===== config.mk =====
export PLATFORM = sky130hd
export DESIGN_NAME = ds_sample_scheduler
export DESIGN_NICKNAME = d
export VERILOG_FILES = /design/src/rtl/ds_sample_scheduler.sv
export SDC_FILE = /design/constraint.sdc
export NUM_CORES = 1
export LEC_CHECK = 0
export CAP_MARGIN = 20
export CELL_PAD_IN_SITES_DETAIL_PLACEMENT = 1
export CELL_PAD_IN_SITES_GLOBAL_PLACEMENT = 1
export CORE_AREA = 4 4 107 109
export DETAILED_ROUTE_END_ITERATION = 7
export DIE_AREA = 0 0 111 113
export PLACE_DENSITY_LB_ADDON = 0.1
export SYNTH_ARGS = -nofsm -noshare
export SYNTH_HDL_FRONTEND = slang
export SYNTH_SLANG_ARGS = --single-unit
export TNS_END_PERCENT = 1

===== constraint.sdc =====
create_clock -name clk -period 4.2 [get_ports clk]
set_input_delay 0.42 -clock clk [delete_from_list [all_inputs] [get_ports clk]]
set_output_delay 0.42 -clock clk [all_outputs]
set_load 0.005 [all_outputs]

===== src/rtl/ds_sample_scheduler.sv =====
// ds_sample_scheduler: buffers producer samples in a small FIFO and hands
// one to the modulator every (div+1) pulse boundaries. It primes the FIFO to
// half full before running, and falls back to STARVED when it runs dry.
// Optional feature macro: DS_SCHED_UNDERRUN_CNT_EN adds an 8-bit saturating
// underrun_count output.
module ds_sample_scheduler #(
   parameter int SAMPLE_BITS = 16,
   parameter int FIFO_DEPTH  = 4,
   parameter int DIV_BITS    = 8
) (
   input  logic                           clk,
   input  logic                           reset,
   input  logic                           enable,
   input  logic [DIV_BITS-1:0]            div,
   input  logic [SAMPLE_BITS-1:0]         in_data,
   input  logic                           in_valid,
   output logic                           in_ready,
   input  logic                           pulse_done,
   output logic [SAMPLE_BITS-1:0]         u_out,
   output logic                           u_update,
   output logic                           underrun,
   output logic [1:0]                     state,
   output logic [$clog2(FIFO_DEPTH):0]    fifo_level
`ifdef DS_SCHED_UNDERRUN_CNT_EN
   ,
   output logic [7:0]                     underrun_count
`endif
);

   localparam int AW = $clog2(FIFO_DEPTH);
   localparam int LW = AW + 1;
   localparam logic [LW-1:0] FULL_LVL = LW'(FIFO_DEPTH);
   localparam logic [LW-1:0] HALF_LVL = LW'(FIFO_DEPTH / 2);
   localparam logic [SAMPLE_BITS-1:0] MIDSCALE = {1'b1, {(SAMPLE_BITS-1){1'b0}}};

   typedef enum logic [1:0] {
      IDLE    = 2'd0,
      PRIME   = 2'd1,
      RUN     = 2'd2,
      STARVED = 2'd3
   } sched_state_t;

   sched_state_t cur_state;
   sched_state_t next_state;

   logic [SAMPLE_BITS-1:0] mem [FIFO_DEPTH];
   logic [AW-1:0]          wr_ptr;
   logic [AW-1:0]          rd_ptr;
   logic [DIV_BITS-1:0]    pulse_cnt;

   logic do_push;
   logic do_pop;
   logic do_starve;
   logic cnt_clear;
   logic cnt_dec;

   assign state    = cur_state;
   assign in_ready = enable && !reset && (fifo_level < FULL_LVL);
   assign do_push  = in_valid && in_ready;

   // State register; any state falls back to IDLE while reset is held.
   always_ff @(posedge clk or posedge reset) begin
      if (reset) begin
         cur_state <= IDLE;
      end else begin
         cur_state <= next_state;
      end
   end

   // Next-state decode plus the pop/reload/starve decisions for this cycle.
   always_comb begin
      next_state = cur_state;
      do_pop     = 1'b0;
      do_starve  = 1'b0;
      cnt_clear  = 1'b0;
      cnt_dec    = 1'b0;
      if (!enable) begin
         next_state = IDLE;
      end else begin
         case (cur_state)
            IDLE: next_state = PRIME;
            PRIME, STARVED: begin
               if (fifo_level >= HALF_LVL) begin
                  next_state = RUN;
                  cnt_clear  = 1'b1;
               end
            end
            RUN: begin
               if (pulse_done) begin
                  if (pulse_cnt != '0) begin
                     cnt_dec = 1'b1;
                  end else if (fifo_level != '0) begin
                     do_pop = 1'b1;
                  end else begin
                     next_state = STARVED;
                     do_starve  = 1'b1;
                  end
               end
            end
            default: next_state = IDLE;
         endcase
      end
   end

   // FIFO pointers and occupancy; dropping enable flushes everything.
   always_ff @(posedge clk or posedge reset) begin
      if (reset) begin
         wr_ptr     <= '0;
         rd_ptr     <= '0;
         fifo_level <= '0;
      end else if (!enable) begin
         wr_ptr     <= '0;
         rd_ptr     <= '0;
         fifo_level <= '0;
      end else begin
         if (do_push) begin
            wr_ptr <= wr_ptr + AW'(1);
         end
         if (do_pop) begin
            rd_ptr <= rd_ptr + AW'(1);
         end
         case ({do_push, do_pop})
            2'b10:   fifo_level <= fifo_level + LW'(1);
            2'b01:   fifo_level <= fifo_level - LW'(1);
            default: fifo_level <= fifo_level;
         endcase
      end
   end

   // Sample storage needs no reset since the pointers define what is valid.
   always_ff @(posedge clk) begin
      if (do_push) begin
         mem[wr_ptr] <= in_data;
      end
   end

   // Modulator-facing outputs, the pulse divider and the sticky underrun flag.
   always_ff @(posedge clk or posedge reset) begin
      if (reset) begin
         u_out     <= MIDSCALE;
         u_update  <= 1'b0;
         underrun  <= 1'b0;
         pulse_cnt <= '0;
      end else if (!enable) begin
         u_update  <= (u_out != MIDSCALE);
         u_out     <= MIDSCALE;
         underrun  <= 1'b0;
         pulse_cnt <= '0;
      end else begin
         u_update <= do_pop;
         if (do_pop) begin
            u_out     <= mem[rd_ptr];
            pulse_cnt <= div;
         end else if (cnt_dec) begin
            pulse_cnt <= pulse_cnt - DIV_BITS'(1);
         end else if (cnt_clear) begin
            pulse_cnt <= '0;
         end
         if (do_starve) begin
            underrun <= 1'b1;
         end
      end
   end

`ifdef DS_SCHED_UNDERRUN_CNT_EN
   // Saturating count of RUN->STARVED transitions since the last flush.
   always_ff @(posedge clk or posedge reset) begin
      if (reset) begin
         underrun_count <= '0;
      end else if (!enable) begin
         underrun_count <= '0;
      end else if (do_starve && (underrun_count != 8'hFF)) begin
         underrun_count <= underrun_count + 8'd1;
      end
   end
`endif

endmodule


==> run_results.csv, run 1 <==
group,metric,value,unit
status,status,"finished clean",
critical_path,path_delay_family,"simple AND/OR/NAND/NOR gates",
critical_path,required,4.44,ns
yosys,ys_seq_area_share,68.2,%
critical_path,crit_path_max_incr_delay,0.61,ns
floorplanning,coreArea,0.0106,mm2
timing,rsz0062_at_grt,"no",
floorplanning,initial_utilization,38.7,%
critical_path,crit_top_cell,"nor2_1",
critical_path,cp_num_buf_inv,1,
critical_path,critPathLaunchType,"register",
pwr,ir_drop,0.000196,V
clocking,clock-root-buffer,"clkbuf_8",
finish,final_cells,457,
finish,multiInputGateArea,0.00122,mm2
routing,wl,9120,um
floorplanning,die_w,111,um
routing,drt-initial-drc-count,118,
floorplanning,rows,38,
critical_path,cp_num_cells,8,
yosys,async_flop_share,35.4,%
grt,grt_pass1_vias,2629,
yosys,synth_edf_count,64,
routing,drc,0,
pwr,p_leak,1.81,nW
yosys,syn-num-nets,287,
timing,slew_headroom,42.1,%
yosys,synth.avg_cell_area,16.3,um2
critical_path,arrival,2.98,ns
clocking,hold_buffers,0,
grt,track_usage,15.7,%
yosys,ys.flop_type,"edfxtp_1",
timing,slew_viol_final,0,
clocking,cts.sinks,99,
place,hpwl,6310,um
place,port_buffers,52,
finish,fin_nets,347,
yosys,ys_warn_count,0,
clocking,cts_tree,"built",
critical_path,crit_chain,"inv_1 -> ha_1 -> or4b_1 -> nor2_1 -> nand4_1 -> nor2_1 -> fa_1 -> a22o_1",
timing,finalSetupTns,0,ns
floorplanning,die_y,113,um
clocking,cts_buffers,9,
routing,vias_per_cell,5.23,
clocking,clk_path_buf_depth,2,
floorplanning,num_io_pins,53,
clocking,cts_setup_buffers,0,
grt,grt_max_degree,36,
timing,fin_skew,0.0120,ns
yosys,synth.distinct_cells,48,
routing,dr_total_vias,2390,
clocking,clk_latency,0.35,ns
timing,period_minus_slack,2.74,ns
yosys,ys_ff_latch,99,
routing,avgRoutedWirePerCell,20.0,um
timing,worst-slew-pin-transition,0.868,ns
critical_path,slowest_stage,"or4b_1",
yosys,synth_cells,252,
grt,grt_pass1_wl,15100,um
finish,syn2layout_area_growth,21.7,%
routing,drt_pre_antenna_iters,4,
finish,register_area,0.00280,mm2
critical_path,crit_fanout,7,
critical_path,cp-end-kind,"register",
hold_path,hold_path_class,"reg2reg",
hold_path,min_path_cells,2,
timing,finalSetupViolCount,0,
place,gp_congestion,0.768,
place,place_inst,441,
clocking,clk_pin_slew_worst_paths,0.09,ns
finish,fill_cells,1046,
timing,finalHoldViolations,0,
pwr,p_per_area,335,mW/mm2
grt,antenna_found_initial,0,
timing,min_period_over_period,65.2,%
timing,max_freq,0.365,GHz
clocking,htreeDepth,3,
finish,layout-drive-gt1-share,13.2,%
clocking,postCtsResizedCells,0,
critical_path,r2r_cells,8,
finish,insertedDiodeCount,0,
critical_path,crit_type,"reg2reg",
job,drv_cap,0,
grt,gr-total-overflow,0,
yosys,synth_area,0.00410,mm2
floorplanning,die_area,0.0125,mm2
routing,ant_nets,0,
-- Yosys cell counts, types with 5 or more instances --
cell	instances	area, um2
dfrtp_1	34	851
nor2_1	16	60.1
nor3_1	6	30.0
and2_1	5	31.3
inv_1	8	30.0
buf_2	5	25.0
clkbuf_1	5	18.8
a21oi_1	9	45.0
ha_1	5	62.6
edfxtp_1	64	1920
a22o_1	16	140
mux4_2	16	360
-- per-stage QoR --
step           power, mW  hold slack, ns  setup WS, ns  utilization [%]  area, um2
2_1_floorplan       1.12           0.454          1.76                -       4100
3_3_place_gp        1.17           0.493          1.43             45.3       4800
3_5_place_dp        1.17           0.487          1.33             45.6       4830
4_1_cts             1.70           0.500          1.46             47.1       4990
5_1_grt             1.76           0.527          1.13             47.1       4990
6_report            1.67           0.493          1.46             47.1       4990
-- layer usage --
layer	part of all wire, %	wire length [um]	global-route usage (%)
met1	46	4200	20.8
met2	50	4530	26.2
met3	2.8	255	2.51
met4	1.4	128	5.91
met5	0	0	0
-- worst min-delay path: cells and delay by family, from the launching register on --
kind	cells	cell delay, ns
compound gates	1	0.05
buf+inv	1	0.05
flops	1	0.39
-- cell families after synthesis --
group | Yosys count | synth area share [%]
compound gates | 50 | 9.12
xor+xnor | 3 | 0.641
fa+ha+maj | 6 | 2.01
buf+inv | 21 | 2.26
flops | 99 | 68.2
mux | 20 | 9.82
simple gates | 53 | 7.90
-- path summary, 6_finish.rpt --
kind / startpoint / to / slack, ns
worst max-delay path: pulse_cnt[0] / fifo_level[1] / 1.46
worst min register to register: u_out[15] / u_out[15] / 0.49
min in group asynchronous: reset / pulse_cnt[6] / 0.57
worst max register to register: pulse_cnt[0] / fifo_level[1] / 1.46
max in group asynchronous: reset / u_out[15] / 3.28
worst min-delay path: u_out[15] / u_out[15] / 0.49
-- power breakdown --
| part | leakage [nW] | switching [mW] | internal [mW] |
|---|---|---|---|
| clock network | 0.0709 | 0.306 | 0.217 |
| registers | 1.06 | 0.00663 | 1.05 |
| logic | 0.675 | 0.0460 | 0.0475 |
-- flip-flops by register name (all words and copies together), names as in the netlist --
signal and flops:
rd_ptr 2, state 2, fifo_level 3, underrun 1, wr_ptr 2, pulse_cnt 8, u_out 16, u_update 1
mem 64
-- layout by cell type, fill, tap and decap left out, types with 2 or more instances in the layout --
cell             instances
a21o_1                   3
a21oi_1                  9
a221o_1                  3
a22o_1                  16
a2bb2oi_1                3
a31oi_1                  4
and2_1                   5
buf_4                    8
clkbuf_1                 5
clkbuf_8                 9
clkdlybuf4s50_1         52
clkinvlp_4               2
dfrtp_1                 34
edfxtp_1                64
ha_1                     5
inv_1                    8
mux2_2                   2
mux2i_1                  2
mux4_2                  16
nand2b_1                 2
nand4_1                  3
nor2_1                  16
nor3_1                   6
nor4_1                   3
nor4b_1                  2
o21ai_0                  3
o22ai_1                  3
o2bb2ai_1                3
or3_1                    4
xnor2_1                  2
-- area by class of cell --
class                      count  area share [%]
multi-input combinational    132            24.4
sequential                    99            56.1
timing repair buffer          61            12.2
clock inverter                 2           0.301
inverter                       9           0.677
clock buffer                  14            2.86
tap                          140            3.51
(Power assumes the default switching activity.)
==> run 2, diff against run 1 <==
==> constraint.sdc (replaced) <==
create_clock -name clk -period 2.3 [get_ports clk]
set_input_delay 0.23 -clock clk [delete_from_list [all_inputs] [get_ports clk]]
set_output_delay 0.23 -clock clk [all_outputs]
set_load 0.005 [all_outputs]
==> run 2 against run 1 <==
Worst setup slack worse by 1.4 ns. Global-route usage increased by 0.61 points. Non-clock buffer count rose by 31. Maximum frequency up 25%. Sequential share of layout area fell by 3.5 points. Flip-flop and latch count did not move. Sequential power grew 82%. Critical path type unchanged.
==> run_results.csv, run 2 (synthesized netlist as in run 1, its figures left out) <==
group,metric,value,unit
clocking,htreeDepth,3,
routing,wl,9530,um
floorplanning,num_io_pins,53,
finish,reg_top3,"mem (64), u_out (16), pulse_cnt (8)",
job,drv_cap,0,
finish,fin_nets,378,
hold_path,hold_path_class,"in2async",
routing,vias_per_cell,5.20,
grt,grt_pass1_vias,2820,
timing,period_minus_slack,2.19,ns
pwr,p_clk_share,32.0,%
routing,avgRoutedWirePerCell,19.5,um
timing,rsz0062_at_grt,"yes",
place,hpwl,6610,um
clocking,clk_path_buf_depth,2,
critical_path,cp-end-kind,"register",
pwr,ir_drop,0.000399,V
place,port_buffers,52,
grt,grt_max_degree,36,
floorplanning,die_w,111,um
pwr,pwr-share-comb,6.4,%
timing,slew_headroom,65.3,%
clocking,cts.sinks,99,
finish,final_cells,488,
finish,largest_reg_flops,64,
pwr,p_per_area,588,mW/mm2
timing,whs,0.402,ns
clocking,cts_buffers,9,
place,gp_congestion,0.838,
finish,mostFrequentLayoutCells,"edfxtp_1 (64), clkdlybuf4s50_1 (52), dfrtp_1 (34), buf_4 (34)",
timing,min_period_over_period,95.3,%
pwr,switching_share,22.5,%
floorplanning,die_area,0.0125,mm2
clocking,clock-root-buffer,"clkbuf_8",
timing,slew_viol_final,0,
floorplanning,die_y,113,um
critical_path,crit_fanout,2,
routing,drt-initial-drc-count,118,
pwr,p_switching,0.702,mW
place,place_inst,470,
finish,insertedDiodeCount,0,
pwr,p_seq_share,61.6,%
pwr,power.internal,2.42,mW
grt,gr-total-overflow,0,
grt,grt_pass1_wl,15700,um
timing,fin_skew,0.00931,ns
grt,track_usage,16.3,%
routing,drt_pre_antenna_iters,4,
finish,syn2layout_area_growth,29.7,%
timing,max_freq,0.456,GHz
clocking,hold_buffers,0,
timing,worst-slew-pin-transition,0.521,ns
pwr,p_total,3.12,mW
floorplanning,coreArea,0.0106,mm2
critical_path,critPathLaunchType,"register",
finish,layout-drive-gt1-share,24.1,%
timing,layout_setup_ws,0.109,ns
finish,regMostFlops,"mem",
place,place_ws,0.00526,ns
critical_path,crit_type,"reg2reg",
timing,finalSetupViolCount,0,
clocking,clk_latency,0.36,ns
finish,post-route-util,50.2,%
routing,drc,0,
status,status,"finished clean",
floorplanning,rows,38,
clocking,clk_pin_slew_worst_paths,0.10,ns
critical_path,r2r_cells,8,
routing,dr_total_vias,2537,
clocking,cts_tree,"built",
critical_path,required,2.55,ns
timing,finalHoldViolations,0,
floorplanning,initial_utilization,38.7,%
critical_path,arrival,2.44,ns
pwr,p_leak,1.99,nW
finish,layout_commonest_cell,"edfxtp_1",
routing,ant_nets,0,
grt,antenna_found_initial,0,
-- run 2: cell types whose count changed in the layout (fill, tap and decap cells not counted), sizes merged --
| cell | previous run | this run |
|---|---|---|
| clkbuf | 14 | 11 |
| inv | 8 | 10 |
| clkinv | 1 | 4 |
| buf | 9 | 40 |
| clkinvlp | 2 | 0 |
-- run 2: power by group through the flow --
stage | clock network (mW) | logic, mW | registers (mW)
6_report | 1.00 | 0.200 | 1.93
5_1_grt | 1.12 | 0.220 | 1.93
4_1_cts | 1.05 | 0.201 | 1.93
3_5_place_dp | 0 | 0.200 | 1.96
3_3_place_gp | 0 | 0.195 | 1.96
2_1_floorplan | 0 | 0.0715 | 1.97
-- run 2: worst paths after layout --
kind / startpoint / end / slack [ns]
worst max-delay path: pulse_cnt[1] / fifo_level[1] / 0.11
worst min-delay path: reset / u_update / 0.40
worst max register to register: pulse_cnt[1] / fifo_level[1] / 0.11
worst min register to register: u_out[15] / u_out[15] / 0.49
max in group asynchronous: reset / u_out[15] / 1.54
min in group clk: u_out[15] / u_out[15] / 0.49
-- run 2: critical path, cell delays in order, from the launching register on --
cell and delay, ns:
dfrtp_1 0.40, inv_2 0.07, ha_4 0.13, or4b_4 0.47, nor2_4 0.10, nand4_1 0.12, nor2_2 0.14, fa_2 0.45
a22o_1 0.20
-- run 2: per-layer routing --
layer / vias to the layer above / routed length (um) / global-route usage (%)
met5: - / 0 / 0
met4: 0 / 164 / 7.31
met3: 11 / 309 / 2.89
met2: 48 / 4740 / 27.0
met1: 1297 / 4310 / 21.1
li1: 1181 / - / -
-- run 2: area by class of cell --
| class | count | area [um2] |
|---|---|---|
| inverter | 9 | 33.8 |
| timing repair buffer | 92 | 887 |
| sequential | 99 | 2800 |
| clock buffer | 11 | 131 |
| clock inverter | 5 | 36.3 |
| multi-input combinational | 132 | 1250 |
| fill | 1052 | 5290 |
| tap | 140 | 175 |
-- run 2: repair_timing --
| action | in CTS | in global routing |
|---|---|---|
| gates resized for setup | 1 | 9 |
| hold endpoints to repair | 0 | 0 |
| setup buffers | 0 | 2 |
| pin swaps | 0 | 6 |
| endpoints found under the setup margin | 1 | 22 |
-- run 2: metrics by stage --
stage / area [um2] / TNS (ns)
after CTS: 5270 / 0
after global placement: 5100 / 0
after floorplan: 4110 / -0.0474
after global routing: 5320 / -0.0401
after detailed placement: 5100 / 0
final: 5320 / 0
